--- src/rtl/sram2sramlike_bridge_if.sv ---
// sram2sramlike_bridge_if
//   SRAM-like bus between the bridge and the AXI-side converter.
//   The master (bridge) drives req/wr/size/addr/wdata.
//   The slave drives rdata/addr_ok/data_ok.
//
//   Handshake: a request is accepted in any cycle where req and addr_ok are
//   both high. Once raised, req stays high with stable wr/size/addr/wdata
//   until it is accepted or the access is flushed. Every accepted request
//   later gets exactly one data_ok pulse, and responses come back in
//   request order.
interface sram2sramlike_bridge_if;
    logic        req;
    logic        wr;
    logic [1:0]  size;
    logic [31:0] addr;
    logic [31:0] wdata;
    logic [31:0] rdata;
    logic        addr_ok;
    logic        data_ok;

    modport master (
        output req, wr, size, addr, wdata,
        input  rdata, addr_ok, data_ok
    );

    modport slave (
        input  req, wr, size, addr, wdata,
        output rdata, addr_ok, data_ok
    );
endinterface

--- src/rtl/sram2sramlike_bridge.sv ---
// sram2sramlike_bridge
//   Turns a single-cycle SRAM-style pipeline access into an SRAM-like
//   addr_ok/data_ok transaction. The pipeline is stalled until the data
//   returns. The completed result is held while the pipeline is frozen by
//   another source. A flush cancels the access in flight, and any response
//   still owed for it is counted and dropped when it arrives.
//
// Ports
//   clk, rst        clock and synchronous active-high reset
//   sram_en         pipeline access request, held until stall drops
//   sram_addr       byte address
//   sram_wen        byte write strobes (0 = read)
//   sram_wdata      lane-aligned write data
//   sram_rdata      read result (registered)
//   stall           pipeline must stall
//   longest_stall   pipeline frozen by another source
//   flush           cancel current access
//   bus             SRAM-like master side (req/wr/size/addr/wdata/
//                   rdata/addr_ok/data_ok)
//   dbg_state       current FSM state (IDLE=0, ADDR=1, DATA=2, DONE=3)
module sram2sramlike_bridge #(
    parameter int MAX_PEND    = 4,
    parameter int WRITE_EN    = 1,
    parameter int RDATA_CLEAR = 0
) (
    input  logic                          clk,
    input  logic                          rst,
    input  logic                          sram_en,
    input  logic [31:0]                   sram_addr,
    input  logic [3:0]                    sram_wen,
    input  logic [31:0]                   sram_wdata,
    output logic [31:0]                   sram_rdata,
    output logic                          stall,
    input  logic                          longest_stall,
    input  logic                          flush,
    sram2sramlike_bridge_if.master        bus,
    output logic [1:0]                    dbg_state
);

    localparam int DW = $clog2(MAX_PEND + 1);
    localparam logic [DW-1:0] MAX_PEND_C = DW'(MAX_PEND);

    typedef enum logic [1:0] {
        IDLE = 2'd0,
        ADDR = 2'd1,
        DATA = 2'd2,
        DONE = 2'd3
    } state_t;

    state_t        state_q, state_d;
    logic [DW-1:0] disc_q, disc_d;
    logic [31:0]   rdata_q, rdata_d;

    logic        req;
    logic        is_write;
    logic        drain;
    logic        capture;
    logic [1:0]  size;
    logic [1:0]  offset;

    // The low address bits are rebuilt from the strobes, so the incoming
    // ones are not needed.
    logic unused_addr_lo;
    assign unused_addr_lo = ^sram_addr[1:0];

    // The request is dropped during reset, while flushing, and while the
    // discard counter is full. A full counter means the bus cannot accept
    // another outstanding response.
    assign req = sram_en & ~rst & ~flush
               & ((state_q == IDLE) | (state_q == ADDR))
               & (disc_q < MAX_PEND_C);

    assign is_write = (WRITE_EN != 0) && (sram_wen != 4'b0000);

    // A late response owed to a cancelled access is consumed here, whatever
    // state the FSM is in.
    assign drain = bus.data_ok & (disc_q != '0);

    // A response completes the live access only when nothing older is owed
    // and the access is not being cancelled in the same cycle.
    assign capture = (state_q == DATA) & bus.data_ok & (disc_q == '0) & ~flush;

    // Byte-accurate size and offset for writes. Reads always fetch the
    // aligned word. An illegal strobe mix falls back to a word access.
    always_comb begin
        size   = 2'd2;
        offset = 2'd0;
        if (is_write) begin
            case (sram_wen)
                4'b1111: begin size = 2'd2; offset = 2'd0; end
                4'b0011: begin size = 2'd1; offset = 2'd0; end
                4'b1100: begin size = 2'd1; offset = 2'd2; end
                4'b0001: begin size = 2'd0; offset = 2'd0; end
                4'b0010: begin size = 2'd0; offset = 2'd1; end
                4'b0100: begin size = 2'd0; offset = 2'd2; end
                4'b1000: begin size = 2'd0; offset = 2'd3; end
                default: begin size = 2'd2; offset = 2'd0; end
            endcase
        end
    end

    assign bus.req   = req;
    assign bus.wr    = is_write;
    assign bus.size  = size;
    assign bus.addr  = {sram_addr[31:2], offset};
    assign bus.wdata = (WRITE_EN != 0) ? sram_wdata : 32'h0;

    always_comb begin
        state_d = state_q;
        case (state_q)
            IDLE, ADDR: begin
                if (req && bus.addr_ok) state_d = DATA;
                else if (req)           state_d = ADDR;
                else                    state_d = IDLE;
            end
            DATA: begin
                if (flush)        state_d = IDLE;
                else if (capture) state_d = DONE;
            end
            DONE: begin
                if (flush || !longest_stall) state_d = IDLE;
            end
            default: state_d = IDLE;
        endcase
    end

    // Flushing in DATA leaves one response owed, unless that response is
    // arriving right now with nothing older outstanding. In that case it is
    // simply dropped. When an older response drains in the same cycle, the
    // +1 and the -1 cancel.
    always_comb begin
        disc_d = disc_q;
        if (flush && (state_q == DATA) && !(bus.data_ok && (disc_q == '0))) begin
            if (!drain) disc_d = disc_q + DW'(1);
        end else if (drain) begin
            disc_d = disc_q - DW'(1);
        end
    end

    always_comb begin
        if (capture)              rdata_d = bus.rdata;
        else if (RDATA_CLEAR != 0) rdata_d = 32'h0;
        else                      rdata_d = rdata_q;
    end

    always_ff @(posedge clk) begin
        if (rst) begin
            state_q <= IDLE;
            disc_q  <= '0;
            rdata_q <= 32'h0;
        end else begin
            state_q <= state_d;
            disc_q  <= disc_d;
            rdata_q <= rdata_d;
        end
    end

    assign stall      = sram_en & (state_q != DONE) & ~flush;
    assign sram_rdata = rdata_q;
    assign dbg_state  = state_q;

endmodule

--- src/flat_wrapper.sv ---
// flat-port wrapper written by rule: the top's interface ports become plain ports
module sram2sramlike_bridge_flat 
#(
    parameter int MAX_PEND    = 4,
    parameter int WRITE_EN    = 1,
    parameter int RDATA_CLEAR = 0
)
  (clk, rst, sram_en, sram_addr, sram_wen, sram_wdata, sram_rdata, stall, longest_stall, flush, dbg_state, bus_req, bus_wr, bus_size, bus_addr, bus_wdata, bus_rdata, bus_addr_ok, bus_data_ok);
  sram2sramlike_bridge_if bus_i ();
  input  logic clk;
  input  logic rst;
  input  logic sram_en;
  input  logic [31:0] sram_addr;
  input  logic [3:0] sram_wen;
  input  logic [31:0] sram_wdata;
  output logic [31:0] sram_rdata;
  output logic stall;
  input  logic longest_stall;
  input  logic flush;
  output logic [1:0] dbg_state;
  output wire logic [$bits(bus_i.req)-1:0] bus_req;
  output wire logic [$bits(bus_i.wr)-1:0] bus_wr;
  output wire logic [$bits(bus_i.size)-1:0] bus_size;
  output wire logic [$bits(bus_i.addr)-1:0] bus_addr;
  output wire logic [$bits(bus_i.wdata)-1:0] bus_wdata;
  input wire logic [$bits(bus_i.rdata)-1:0] bus_rdata;
  input wire logic [$bits(bus_i.addr_ok)-1:0] bus_addr_ok;
  input wire logic [$bits(bus_i.data_ok)-1:0] bus_data_ok;
  assign bus_req = bus_i.req;
  assign bus_wr = bus_i.wr;
  assign bus_size = bus_i.size;
  assign bus_addr = bus_i.addr;
  assign bus_wdata = bus_i.wdata;
  assign bus_i.rdata = bus_rdata;
  assign bus_i.addr_ok = bus_addr_ok;
  assign bus_i.data_ok = bus_data_ok;
  sram2sramlike_bridge #(.MAX_PEND(MAX_PEND), .WRITE_EN(WRITE_EN), .RDATA_CLEAR(RDATA_CLEAR)) u_core (.clk(clk), .rst(rst), .sram_en(sram_en), .sram_addr(sram_addr), .sram_wen(sram_wen), .sram_wdata(sram_wdata), .sram_rdata(sram_rdata), .stall(stall), .longest_stall(longest_stall), .flush(flush), .bus(bus_i), .dbg_state(dbg_state));
endmodule
--- config.mk ---
export PLATFORM = sky130hd
export DESIGN_NAME = sram2sramlike_bridge_flat
export DESIGN_NICKNAME = d
export VERILOG_FILES = /design/src/rtl/sram2sramlike_bridge_if.sv /design/src/rtl/sram2sramlike_bridge.sv /design/src/flat_wrapper.sv
export SDC_FILE = /design/constraint.sdc
export NUM_CORES = 1
export LEC_CHECK = 0
export ABC_AREA = 1
export CELL_PAD_IN_SITES_DETAIL_PLACEMENT = 1
export CELL_PAD_IN_SITES_GLOBAL_PLACEMENT = 1
export CORE_AREA = 3 3 79 81
export CTS_BUF_LIST = sky130_fd_sc_hd__clkbuf_4
export DETAILED_ROUTE_END_ITERATION = 16
export DIE_AREA = 0 0 82 84
export DONT_BUFFER_PORTS = 1
export PLACE_DENSITY = 0.7
export SETUP_SLACK_MARGIN = 0.5
export SYNTH_ARGS = -nofsm -noshare
export SYNTH_HDL_FRONTEND = slang
export SYNTH_SLANG_ARGS = --single-unit
--- constraint.sdc ---
create_clock -name clk -period 1.65 [get_ports clk]
set_input_delay 0.33 -clock clk [delete_from_list [all_inputs] [get_ports clk]]
set_output_delay 0.33 -clock clk [all_outputs]
set_load 0.02 [all_outputs]
==> results of run 1 <==
==> metrics by stage <==
step | hold slack [ps] | worst slack [ps] | power [mW] | instances
after floorplan | 389 | 123 | 1.45 | 265
after global placement | 394 | 83.2 | 1.32 | 274
after detailed placement | 394 | 25.8 | 1.33 | 274
after CTS | 3.88 | 69.5 | 1.90 | 285
after global routing | 9.99 | -89.8 | 2.11 | 291
final | 40.4 | 54.3 | 1.95 | 291
==> final timing paths <==
check	endpoint	cells after the start	slack, ps	startpoint
worst max-delay path	u_core.disc_q[2]$_SDFFE_PP0P_	11	50	u_core.dbg_state[0]$_SDFFE_PP0P_
worst min-delay path	u_core.dbg_state[1]$_SDFFE_PP0P_	1	40	rst
worst max register to register	u_core.disc_q[2]$_SDFFE_PP0P_	11	50	u_core.dbg_state[0]$_SDFFE_PP0P_
worst min register to register	u_core.disc_q[2]$_SDFFE_PP0P_	3	540	u_core.disc_q[2]$_SDFFE_PP0P_
==> where the power goes <==
| group | leakage (nW) | internal [mW] | switching, mW |
|---|---|---|---|
| Sequential | 0.318 | 0.941 | 0.0405 |
| Combinational | 0.359 | 0.236 | 0.261 |
| Clock | 0.0354 | 0.179 | 0.293 |
==> kinds of logic after synthesis <==
family,Yosys count
fa+ha+maj,1
compound gates,38
simple gates,109
xor+xnor,1
buf+inv,79
flops,37
==> registers in the layout, summed over array words and instances, names as in the netlist <==
name               cells
u_core.sram_rdata     32
u_core.dbg_state       2
u_core.disc_q          3
==> per-layer routing <==
metal  wire length, um  part of all wire
met1              1680              0.36
met4               159             0.034
met2              2320              0.50
met5                 0                 0
met3               472              0.10
==> cell usage in the layout, fill, tap and decap left out, drive strengths merged <==
cell type    count
nor2            76
dfxtp           37
o21ai           33
nand2           22
buf             16
inv              7
clkbuf           6
nand3            5
a21oi            5
clkinv           3
nand4            2
nor3             2
nand3b           1
or2              1
xnor2            1
fa               1
dlygate4sd3      1
==> cell type report <==
| type | count | area (um^2) |
|---|---|---|
| inverter | 8 | 45.0 |
| clock inverter | 2 | 10.0 |
| fill | 687 | 3650 |
| tap | 72 | 90.1 |
| clock buffer | 6 | 45.0 |
| multi-input combinational | 149 | 752 |
| sequential | 37 | 795 |
| timing repair buffer | 17 | 156 |
==> timing repair <==
action | 4_1_cts | 5_1_grt
endpoints found under the hold margin | 0 | 1
setup endpoints to repair | 69 | 47
buffers inserted | 3 | 5
pin swaps | 1 | 8
hold buffers | 0 | 1
gates resized for setup | 46 | 18
==> impl_metrics.tcl, run 1 <==
set metrics [dict create \
    yosysSeqAreaShare 0.378 \
    synth-simple-area-share 0.227 \
    arrival_ps 1870 \
    crit_top_cell "nand2_1" \
    portBuffers 0 \
    cts_tree "done" \
    gp_congestion 0.725 \
    n_antenna_cell 0 \
    grt_pass1_vias 1412 \
    layout.nets 326 \
    hp-class "in -> reg" \
    netlist_instances 265 \
    wirelength_mm 4.63 \
    htree_num_levels 2 \
    drc 0 \
    crit_type "reg -> reg" \
    cap_violations 0 \
    timing.final.crit_share 0.967 \
    synth-main-ff-cell "dfxtp_1" \
    yosys.area.top_type "dfxtp_1" \
    dpl_cell_area_mm2 0.00162 \
    overflow 0 \
    ios 210 \
    grt_use_met2 0.206 \
    grt.busiest_layer "met2" \
    ant_nets 0 \
    layout_min_cycle_time_ps 1600 \
    rsz0062_at_grt "yes" \
    syn_area_per_cell_um2 7.40 \
    die_area_mm2 0.00689 \
    finish.utilization 0.342 \
    yosys_warnings 0 \
    synthMuxAreaShare 0 \
    fp.coreArea_mm2 0.00554 \
    skew_ps 11.0 \
    cts_made_buffers 5 \
    syn_nets 373 \
    synthXorXnorAreaFrac 0.00447 \
    critical_path.max_fanout 3 \
    async_flop_share 0 \
    drtPass1Iterations 4 \
    rows 27 \
    critPathRequiredTime_ps 1930 \
    area_growth_pct -3.45 \
    synth_area_leaders "dfxtp_1 38%, buf_4 24%, nor2_1 14%, o21ai_1 5.1%, nand2_1 3.8%" \
    grt_max_degree 36 \
    cts_sinks 37 \
    critPathTopFamily "simple AND/OR/NAND/NOR gates" \
    cp.buffers_inverters 2 \
    track_usage 0.126 \
    first_iter_violations 11 \
    path_clk_slew_ps 110 \
    hpwlAfterDp_mm 3.11 \
    synthTopCellsByCount "74 x nor2_1, 62 x buf_4, 37 x dfxtp_1, 20 x nand2_1, 20 x o21ai_1" \
    groute.layer.met1.usage 0.131 \
    synth-compound-area-share 0.0970 \
    initial_core_util 0.354 \
    synthesis.area_mm2 0.00196 \
    setup-violations-final 0 \
    power_density_mw_per_mm2 1030 \
    slew_headroom 0.683 \
    vias 1438 \
    synth.most_common_cell "nor2_1" \
    fp.dieH_um 84 \
    fmax_ghz 0.627 \
    synth_top_family_by_area "buffers and inverters" \
    leakagePower_nw 0.712 \
    hold_violations 0 \
    max-vdd-ir-drop_v 0.000350 \
    cts_buffer_depth 2 \
    slowest_stage "dfxtp_4" \
    vias_per_cell 4.94 \
    slew_violations 0 \
    finalInstanceArea_mm2 0.00189 \
    tightest_slew_ps 472 \
    endpoint_kind "flop" \
    synth_edf_count 0 \
    crit_chain "inv_4 > nand3_4 > or2_4 > fa_2 > nand2_1 > nand2_1 > inv_1 > nand2_2 > nand2_1 > nand2_1 > nor2_1" \
    grt_use_met3 0.0594 \
    root_buffer "clkbuf_4" \
    cpPeakStageDelay_ps 370 \
    worstSkewPairLatency_ps 330 \
    setup_tns_ps 0 \
    synth_seq_cells 37 \
    antenna_found_initial 0 \
    outcome "complete, no violations" \
    grt_pass1_wl_mm 6.64 \
    die_w_um 82 \
    synth_top_area_frac 0.378 \
    routedWlPerCell_um 15.9 \
    synthAdderAreaFrac 0.0102 \
    crit_path_start_kind "flop" \
    layout-drive-gt1-share 0.393 \
    synth_cell_type_count 22 \
]
No activity file was read; power rests on OpenSTA's default activity.
==> inputs of run 2 (changes only) <==
- ABC_AREA: 1 -> 0
- CAP_MARGIN: unset -> 15
- CORE_AREA: 3 3 79 81 -> 3 3 80 82
- DIE_AREA: 0 0 82 84 -> 0 0 83 85
- PLACE_DENSITY: 0.7 -> 0.68
==> impl_metrics.tcl, run 2 <==
set metrics [dict create \
    rsz0062_at_grt "yes" \
    async_flop_share 0 \
    routedWlPerCell_um 18.2 \
    layout.nets 316 \
    vias_per_cell 5.18 \
    first_iter_violations 19 \
    final_common_cell "dfxtp_2" \
    crit_chain "buf_12 > nor4_4 > buf_6" \
    critPathTopFamily "flip-flops" \
    crit_type "reg -> out" \
    wirelength_mm 5.17 \
    cts_buffer_depth 2 \
    multi_input_area_mm2 0.00123 \
    dp_slack_ps 51.5 \
    grt_pass1_wl_mm 8.20 \
    slew_headroom 0.745 \
    fp.dieH_um 85 \
    cpPeakStageDelay_ps 370 \
    cap_violations 0 \
    critPathLaunch "u_core.dbg_state[1]$_SDFFE_PP0P_" \
    synth_seq_cells 37 \
    fmax_ghz 0.636 \
    track_usage 0.144 \
    slew_violations 0 \
    fin_ws_ps 78.7 \
    path_clk_slew_ps 120 \
    critPathRequiredTime_ps 1320 \
    seq_area_um2 797 \
    drtPass1Iterations 2 \
    gp_congestion 0.767 \
    syn_nets 359 \
    slowest_stage "dfxtp_4" \
    area_growth_pct 30.1 \
    root_buffer "clkbuf_4" \
    tightest_slew_ps 380 \
    leakagePower_nw 0.926 \
    p_total_mw 1.73 \
    outcome "complete, no violations" \
    synth_area_leaders "dfxtp_1 37%, buf_4 24%, nand2_1 13%, a21oi_1 8.8%, buf_6 1.7%" \
    hold_buffers 0 \
    final_cell_mix "33 x dfxtp_2, 32 x nand2_4, 29 x a21oi_2" \
    synth_edf_count 0 \
    grt_max_degree 40 \
    htree_num_levels 2 \
    rows 28 \
    dp_cells 260 \
    worstSkewPairLatency_ps 330 \
    setup_tns_ps 0 \
    synthesis.area_mm2 0.00198 \
    max-vdd-ir-drop_v 0.000338 \
    synth.most_common_cell "nand2_1" \
    timing.final.crit_share 0.952 \
    finish.utilization 0.443 \
    vias 1470 \
    synthTopCellsByCount "69 x nand2_1, 63 x buf_4, 37 x dfxtp_1, 35 x a21oi_1, 8 x nor2_1" \
    yosys.area.top_type "dfxtp_1" \
    cp.buffers_inverters 2 \
    rr_startpoint "u_core.dbg_state[0]$_SDFFE_PP0P_" \
    layout-drive-gt1-share 0.794 \
    die_area_mm2 0.00706 \
    cts_made_buffers 5 \
    hold_violations 0 \
    min_from "rst" \
    ant_nets 0 \
    worst_hold_slack_ps 30.3 \
    setup-violations-final 0 \
    cts_sinks 37 \
    drc 0 \
    hp-class "in -> reg" \
    final_cells 284 \
    portBuffers 0 \
    synth-main-ff-cell "dfxtp_1" \
    critical_path.max_fanout 7 \
    grt_pass1_vias 1607 \
    ios 210 \
    die_w_um 83 \
    power_density_mw_per_mm2 671 \
    largest_reg_flops 32 \
    syn_area_per_cell_um2 7.89 \
    antenna_found_initial 0 \
    arrival_ps 1240 \
    synth_top_area_frac 0.374 \
    skew_ps 10.7 \
    yosys_warnings 0 \
    hpwlAfterDp_mm 3.02 \
    netlist_instances 251 \
    initial_core_util 0.341 \
    synth_cell_type_count 26 \
    yosysSeqAreaShare 0.374 \
    crit_path_start_kind "flop" \
    dpl_cell_area_mm2 0.00167 \
    finalInstanceArea_mm2 0.00258 \
    fp.coreArea_mm2 0.00582 \
    fill_cells 646 \
    layout_min_cycle_time_ps 1570 \
    n_antenna_cell 0 \
    endpoint_kind "primary output" \
    overflow 0 \
    cts_tree "done" \
]
==> run 2: path summary, 6_finish.rpt <==
check                                  endpoint  slack (ps)  cells past startpoint
max                                     bus_req          80                      3
min          u_core.sram_rdata[20]$_SDFFE_PP0P_          30                      1
max reg2reg       u_core.disc_q[2]$_SDFFE_PP0P_         120                      6
min reg2reg  u_core.sram_rdata[18]$_SDFFE_PP0P_         500                      2
==> run 2: cell families after synthesis <==
kind of cell               after synthesis  synth area share
muxes                                    1           0.00505
AOI/OAI and AO/OA                       38            0.0998
xor gates and xnor gates                 2           0.00885
and+or+nand+nor                         98             0.231
adders and majority gates                1            0.0101
buffers and inverters                   74             0.271
DFF                                     37             0.374
==> run 2: layout make-up <==
type	instances	share of cell area
repair buffers	23	0.153
flip-flops and latches	37	0.309
clock inverters	2	0.00388
well taps	75	0.0364
multi-input cells	140	0.478
inverters	1	0.00146
clock buffers	6	0.0175
==> run 2: repair_timing <==
action / in CTS / in global routing
endpoints found under the setup margin: 70 / 45
cloned: 5 / 1
pin swaps: 44 / 40
gates resized for setup: 124 / 59
setup buffers: 8 / 2
==> run 2: report_power, final <==
part / leakage (nW) / internal [mW] / total (mW) / switching, mW
clock network: 0.0354 / 0.179 / 0.482 / 0.303
logic: 0.572 / 0.165 / 0.301 / 0.136
registers: 0.318 / 0.916 / 0.947 / 0.0317
total: 0.926 / 1.26 / 1.73 / 0.470
==> run 2: per-layer routing <==
layer  vias to the layer above  global-route usage  part of all wire
met5                         -                   0                 0
met4                         0              0.0475             0.015
met3                        17              0.0573             0.087
met2                        84               0.260              0.52
met1                       701               0.153              0.38
li1                        668                   -                 -
==> inputs of run 3 (changes only) <==
- PLACE_DENSITY: 0.68 -> 0.66
- clock period: 1.65 -> 1.6 ns (I/O delays scaled with it)
==> impl_metrics.tcl, run 3 (synthesis gave the netlist of run 2 again) <==
set metrics [dict create \
    outcome "finished, violations left" \
    violations "setup timing" \
    power_density_mw_per_mm2 743 \
    rsz0062_at_grt "yes" \
    critical_path.max_fanout 7 \
    final_common_cell "nand2_1" \
    fin_ws_ps -8.41 \
    portBuffers 0 \
    critPathRequiredTime_ps 1280 \
    vias_per_cell 5.08 \
    routedWlPerCell_um 17.3 \
    layout-drive-gt1-share 0.629 \
    skew_ps 7.13 \
    n_antenna_cell 0 \
    multi_input_area_mm2 0.00101 \
    min_from "rst" \
    dp_slack_ps -16.4 \
    seq_area_um2 858 \
    crit_chain "buf_8 > nor4_4 > buf_4" \
    grt_pass1_wl_mm 7.69 \
    rr_startpoint "u_core.dbg_state[1]$_SDFFE_PP0P_" \
    worstSkewPairLatency_ps 330 \
    arrival_ps 1290 \
    tightest_slew_ps 457 \
    drtPass1Iterations 4 \
    final_cell_mix "39 x nand2_1, 29 x dfxtp_4, 18 x a21oi_1" \
    grt_pass1_vias 1501 \
    slew_violations 0 \
    cts_buffer_depth 2 \
    area_growth_pct 13.5 \
    endpoint_kind "primary output" \
    hpwlAfterDp_mm 2.95 \
    leakagePower_nw 0.812 \
    worst_hold_slack_ps 29.2 \
    max-vdd-ir-drop_v 0.000321 \
    first_iter_violations 24 \
    ios 210 \
    switchingPower_mw 0.451 \
    reg2reg_to "u_core.sram_rdata[6]$_SDFFE_PP0P_" \
    wirelength_mm 4.85 \
    antenna_found_initial 0 \
    initial_core_util 0.341 \
    clockPowerShare 0.268 \
    drc 0 \
    critPathLaunch "u_core.dbg_state[1]$_SDFFE_PP0P_" \
    cap_violations 0 \
    overflow 0 \
    cp.buffers_inverters 2 \
    ant_nets 0 \
    crit_path_start_kind "flop" \
    swShare 0.270 \
    fp.coreArea_mm2 0.00582 \
    cts_made_buffers 5 \
    layout_min_cycle_time_ps 1610 \
    cpPeakStageDelay_ps 360 \
    reg2reg_slack_ps 20 \
    hp-class "in -> reg" \
    internal_power_mw 1.22 \
    grt_max_degree 40 \
    setup-violations-final 1 \
    track_usage 0.135 \
    fill_cells 656 \
    gp_congestion 0.748 \
    largest_reg_flops 32 \
    timing.final.crit_share 1.01 \
    die_w_um 83 \
    hold_buffers 0 \
    layout.nets 314 \
    crit_end "bus_req" \
    path_clk_slew_ps 110 \
    fp.dieH_um 85 \
    die_area_mm2 0.00706 \
    critPathTopFamily "flip-flops" \
    rows 28 \
    finish.utilization 0.386 \
    vias 1421 \
    slew_headroom 0.696 \
    cts_tree "done" \
    cts_sinks 37 \
    fmax_ghz 0.622 \
    seq_power_share 0.558 \
    htree_num_levels 2 \
    r2r_cells 7 \
    root_buffer "clkbuf_4" \
    p_total_mw 1.67 \
    crit_type "reg -> out" \
    slowest_stage "dfxtp_4" \
    setup_tns_ps -8.41 \
    hold_violations 0 \
    power_frac_comb 0.174 \
    crit_cells 3 \
]
-- run 3: layout make-up --
cell class                      count  share of cell area
Timing Repair Buffer               21               0.106
Multi-Input combinational cell    140               0.450
Clock buffer                        5              0.0167
Sequential cell                    37               0.382
Inverter                            1             0.00167
Clock inverter                      1             0.00223
Tap cell                           75              0.0418
-- run 3: through the flow --
step / std cells / cell area, um^2
final: 280 / 2250
after global routing: 280 / 2250
after CTS: 275 / 2090
after detailed placement: 262 / 1700
after global placement: 262 / 1700
after floorplan: 251 / 2070
-- run 3: power groups by stage --
stage          Clock [mW]  Sequential (mW)  Combinational, mW
3_3_place_gp            0            0.992              0.192
4_1_cts             0.491            0.970              0.255
2_1_floorplan           0            0.998              0.386
3_5_place_dp            0            0.994              0.201
5_1_grt             0.536            0.935              0.323
6_report            0.448            0.931              0.291
-- run 3: metal layers --
| layer | vias up | track usage | share of wire |
|---|---|---|---|
| met5 | - | 0 | 0 |
| met4 | 0 | 0.0416 | 0.012 |
| met3 | 12 | 0.0612 | 0.099 |
| met2 | 75 | 0.227 | 0.51 |
| met1 | 676 | 0.154 | 0.38 |
| li1 | 658 | - | - |
-- run 3: how the worst min path moves through the flow --
stage | endpoint | slack (ps) | cells past startpoint
CTS | u_core.sram_rdata[26]$_SDFFE_PP0P_ | 9 | 1
global placement | u_core.dbg_state[1]$_SDFFE_PP0P_ | 390 | 1
detailed placement | u_core.dbg_state[1]$_SDFFE_PP0P_ | 390 | 1
floorplan | u_core.dbg_state[1]$_SDFFE_PP0P_ | 450 | 2
global route | u_core.dbg_state[1]$_SDFFE_PP0P_ | -10 | 1
finish | u_core.dbg_state[1]$_SDFFE_PP0P_ | 30 | 1
-- run 3: what timing repair did --
| item | in CTS | in global routing |
|---|---|---|
| gates resized for setup | 103 | 32 |
| pin swaps | 5 | 8 |
| endpoints found under the setup margin | 75 | 69 |
| hold endpoints to repair | 0 | 7 |
| cloned | 1 | 1 |
| setup buffers | 6 | 4 |
-- run 3: worst reg2reg max path, stage by stage, from the launching register on --
cell and delay (ps):
dfxtp_4 370, buf_8 140, nor3b_2 300, and2_4 240, buf_6 120, clkbuf_16 180
nand2_4 60, a21oi_2 110
